<file path="src/rtl/cram_arbiter.sv">
// Round-robin two-port arbiter that sequences cRAM accesses as SETUP/EXEC/DONE.
// Optional address-range check and err output enabled by `define CRAM_ADDR_CHECK_EN.
module cram_arbiter #(
  parameter int DWIDTH = 32,
  parameter int AWIDTH = 4,
  parameter int DEPTH  = 8
) (
  input  logic              clk,
  input  logic              reset,
  input  logic              a_req,
  input  logic              a_rw,
  input  logic [AWIDTH-1:0] a_addr,
  input  logic [DWIDTH-1:0] a_wdata,
  output logic              a_ack,
  output logic [DWIDTH-1:0] a_rdata,
  input  logic              b_req,
  input  logic              b_rw,
  input  logic [AWIDTH-1:0] b_addr,
  input  logic [DWIDTH-1:0] b_wdata,
  output logic              b_ack,
  output logic [DWIDTH-1:0] b_rdata,
  output logic              mem_rw,
  output logic [AWIDTH-1:0] mem_addr,
  output logic [DWIDTH-1:0] mem_wdata,
  input  logic [DWIDTH-1:0] mem_rdata,
  output logic              busy
`ifdef CRAM_ADDR_CHECK_EN
  ,
  output logic              err
`endif
);

  typedef enum logic [1:0] {IDLE, SETUP, EXEC, DONE} state_t;

  state_t              state;
  state_t              state_nxt;
  logic                last_b;
  logic                gnt_b;
  logic                lat_rw;
  logic                any_req;
  logic                pick_b;
  logic [AWIDTH-1:0]   sel_addr;
  logic [DWIDTH-1:0]   rd_capture;
`ifdef CRAM_ADDR_CHECK_EN
  localparam logic [AWIDTH:0] DEPTH_LIM = (AWIDTH + 1)'(DEPTH);
  logic                oor;
`endif

  if (DEPTH < 1 || DEPTH > (1 << AWIDTH)) begin : g_depth_chk
    $error("cram_arbiter: DEPTH must lie in 1..2**AWIDTH");
  end

  assign any_req  = a_req | b_req;
  // A loses a tie only when it was the previous winner.
  assign pick_b   = b_req & (~a_req | ~last_b);
  assign sel_addr = pick_b ? b_addr : a_addr;

  always_ff @(posedge clk) begin
    if (reset) state <= IDLE;
    else       state <= state_nxt;
  end

  always_comb begin
    state_nxt = state;
    case (state)
      IDLE:    if (any_req) state_nxt = SETUP;
      SETUP:   state_nxt = EXEC;
      EXEC:    state_nxt = DONE;
      DONE:    state_nxt = IDLE;
      default: state_nxt = IDLE;
    endcase
  end

  always_comb begin
    mem_rw = 1'b1;
    a_ack  = 1'b0;
    b_ack  = 1'b0;
    busy   = (state != IDLE);
`ifdef CRAM_ADDR_CHECK_EN
    err    = 1'b0;
`endif
    case (state)
      EXEC: begin
`ifdef CRAM_ADDR_CHECK_EN
        mem_rw = lat_rw | oor;
`else
        mem_rw = lat_rw;
`endif
      end
      DONE: begin
        a_ack = ~gnt_b;
        b_ack = gnt_b;
`ifdef CRAM_ADDR_CHECK_EN
        err   = oor;
`endif
      end
      default: ;
    endcase
  end

  always_comb begin
`ifdef CRAM_ADDR_CHECK_EN
    rd_capture = oor ? '0 : mem_rdata;
`else
    rd_capture = mem_rdata;
`endif
  end

  // mem_addr/mem_wdata double as the latched request, so they only move at grant.
  always_ff @(posedge clk) begin
    if (reset) begin
      last_b    <= 1'b1;
      gnt_b     <= 1'b0;
      lat_rw    <= 1'b1;
      mem_addr  <= '0;
      mem_wdata <= '0;
      a_rdata   <= '0;
      b_rdata   <= '0;
`ifdef CRAM_ADDR_CHECK_EN
      oor       <= 1'b0;
`endif
    end else begin
      if (state == IDLE && any_req) begin
        gnt_b     <= pick_b;
        last_b    <= pick_b;
        lat_rw    <= pick_b ? b_rw : a_rw;
        mem_addr  <= sel_addr;
        mem_wdata <= pick_b ? b_wdata : a_wdata;
`ifdef CRAM_ADDR_CHECK_EN
        oor       <= ({1'b0, sel_addr} >= DEPTH_LIM);
`endif
      end
      if (state == EXEC && lat_rw) begin
        if (gnt_b) b_rdata <= rd_capture;
        else       a_rdata <= rd_capture;
      end
    end
  end

endmodule
</file>
<file path="config.mk">
export PLATFORM = sky130hd
export DESIGN_NAME = cram_arbiter
export DESIGN_NICKNAME = d
export VERILOG_FILES = /design/src/rtl/cram_arbiter.sv
export SDC_FILE = /design/constraint.sdc
export NUM_CORES = 1
export LEC_CHECK = 0
export ABC_CLOCK_PERIOD_IN_PS = 4700
export BUFFER_PORTS_ARGS = -buffer_cell sky130_fd_sc_hd__buf_2
export CAP_MARGIN = 10
export CORE_ASPECT_RATIO = 1.1
export CORE_MARGIN = 2
export CORE_UTILIZATION = 41
export CTS_CLUSTER_SIZE = 24
export DETAILED_ROUTE_END_ITERATION = 7
export GPL_ROUTABILITY_DRIVEN = 0
export PLACE_DENSITY = 0.74
export REMOVE_ABC_BUFFERS = 1
export SYNTH_ARGS = -nofsm -noshare
export SYNTH_HDL_FRONTEND = slang
export SYNTH_SLANG_ARGS = --single-unit
</file>
<file path="constraint.sdc">
create_clock -name clk -period 4.7 [get_ports clk]
set_clock_uncertainty 0.15 [all_clocks]
set_input_delay 0.94 -clock clk [delete_from_list [all_inputs] [get_ports clk]]
set_output_delay 0.94 -clock clk [all_outputs]
set_load 0.01 [all_outputs]
</file>
==> flow_summary.toml <==
[clocking]
clkTransAtPathRegs_ps = 100
clockBufferDepth = 2
hold_buffers = 0
cts-htree-levels = 3
clock_sink_count = 105
cts_tree = "yes"
post_cts_buffers = 0
root_buffer = "clkbuf_8"
cts_made_buffers = 9
insertion_delay_ps = 350
cts_resized = 0

[synth]
syn_avg_cell_area_um2 = 7.94
synthFlopType = "dfxtp_1"
synth.top_cell.area_share_pct = 51.3
synth.distinct_cells = 31
synth_warnings = 0
synth_area_leaders = "dfxtp_1, nand2_1, a21oi_1, a211oi_1, nor2_1"
synth_edf_count = 0
yosysMostFrequentCell = "nand2_1"
yosysTopAreaCell = "dfxtp_1"
netlist_area_um2 = 4100
netlist_top_cells_count = "nand2_1, dfxtp_1, a21oi_1"
async_reset_ff_share_pct = 0
ys_seq_area_share_pct = 51.3
synth_cells = 516
ys_ff_latch = 105

[sta]
min_period_over_period_pct = 53.5
rsz0062_at_grt = "no"
setup_viol = 0
fmax_ghz = 0.397
worst_pin_slew_ps = 1100
finalMaxSlewViolations = 0
final.setup.tns_ps = 0
slew_headroom_pct = 26.7
layout_setup_ws_ps = 2180
final.min_clock_period_ps = 2520
hold_viol = 0

[pwr]
power_frac_clock_pct = 19.4
p_int_w = 0.00169
p_per_area_nw_per_um2 = 501
total_leakage_power_nw = 2.50
p_total_w = 0.00268
switching_share_pct = 37.0
p_comb_share_pct = 37.1
seqPwrFrac_pct = 43.5
ir_drop_uv = 256
p_sw_w = 0.000991

[worst_setup_path]
endpoint_kind = "output pin"
crit_type = "flop to output pin"
crit_arrival_ps = 1430
crit_required_ps = 3610
cp-start-kind = "flop"
cp_max_fo = 9
r2r_slack_ps = 2630

[drt]
drc = 0
drtPass1Iterations = 4
vias = 4184
wl_per_cell_um = 13.5
drt_iter0_drc = 154
routed_wl_um = 11300
drtAntennaViolNets = 0
avgViaCountPerCell = 5.03

[global_route]
grt_max_degree = 107
grt_pass1_wl_um = 17600
overflow = 0
grt_pass1_vias = 3788
gr-usage-all-layers_pct = 20.2
antenna_found_initial = 0

[placement]
dp_hpwl_um = 7890
portBuffers = 213
place_ws_ps = 1830
placedInstanceArea_um2 = 5140
dp_cells = 814

[cells_and_area]
final_net_count = 819
drive_above_1_share_pct = 34.6
diodes = 0
area_growth_syn_to_layout_pct = 30.6
final_cells = 831
finalInstanceArea_um2 = 5350

[floorplanning]
initial_core_util_pct = 41.8
num_rows = 38
die_y_um = 109
fp.coreArea_um2 = 9790
die_x_um = 99.3
dieArea_um2 = 10800
io_pins = 214

[min_path]
hold_class = "flop to flop"

[flow_run]
maxCapViolations = 0

[run_status]
status = "completed"
==> power groups by stage <==
stage	registers (W)	clock network [W]	logic, W
3_5_place_dp	0.00119	0	0.000977
5_1_grt	0.00119	0.000574	0.00111
6_report	0.00117	0.000521	0.000994
3_3_place_gp	0.00118	0	0.000949
4_1_cts	0.00117	0.000538	0.000978
2_1_floorplan	0.00126	0	0.000485
==> sequential cells by signal (all words and copies together) (netlist names) <==
signal,flops
state,2
lat_rw,1
mem_wdata,32
a_rdata,32
last_b,1
mem_addr,4
gnt_b,1
b_rdata,32
==> worst max-delay path, cell delays in order (launching register included) <==
cell	delay (ps)
dfxtp_1	330
inv_1	100
ha_1	370
inv_1	120
buf_2	160
==> cell usage in the layout (no fill, tap or decap), types with 3 or more instances in the layout <==
master	instances
a21oi_1	103
ha_1	3
buf_2	212
buf_4	9
a211oi_1	31
nor2_1	39
inv_1	3
dfxtp_1	105
clkbuf_8	11
a211oi_2	5
nand2_1	165
==> per-layer routing <==
metal | global-route usage [%] | routed length [µm]
met1 | 25.1 | 4890
met2 | 33.7 | 5180
met3 | 5.51 | 1100
met4 | 7.14 | 92
met5 | 0 | 0
==> cells by family (layout without fill, tap and decap cells) <==
group           after synthesis  after routing  share of synthesized area, %
compound gates              148            148                          21.6
fa+ha+maj                     3              3                         0.916
simple gates                214            214                          20.2
flops                       105            105                          51.3
buf+inv                      46            241                          5.95
==> worst paths after layout <==
check	end	cells past startpoint	start
max	busy	4	state[0]
min	b_rdata[4]	2	b_rdata[4]
max reg2reg	mem_wdata[19]	7	state[0]
min reg2reg	b_rdata[4]	2	b_rdata[4]
==> final cells by class <==
| type | instances | area [µm²] |
|---|---|---|
| clock buffer | 12 | 155 |
| multi-input combinational | 365 | 1750 |
| fill | 939 | 4440 |
| timing repair buffer | 222 | 1160 |
| clock inverter | 4 | 26.3 |
| inverter | 3 | 11.3 |
| sequential | 105 | 2100 |
| tap | 120 | 150 |
==> stage by stage <==
step,util [%],hold WS (ps)
after detailed placement,52.5,294
after floorplan,-,320
after global routing,54.7,317
final,54.7,306
after global placement,52.5,288
after CTS,54.4,307
Note: power is estimated with default switching activity, not from simulation.
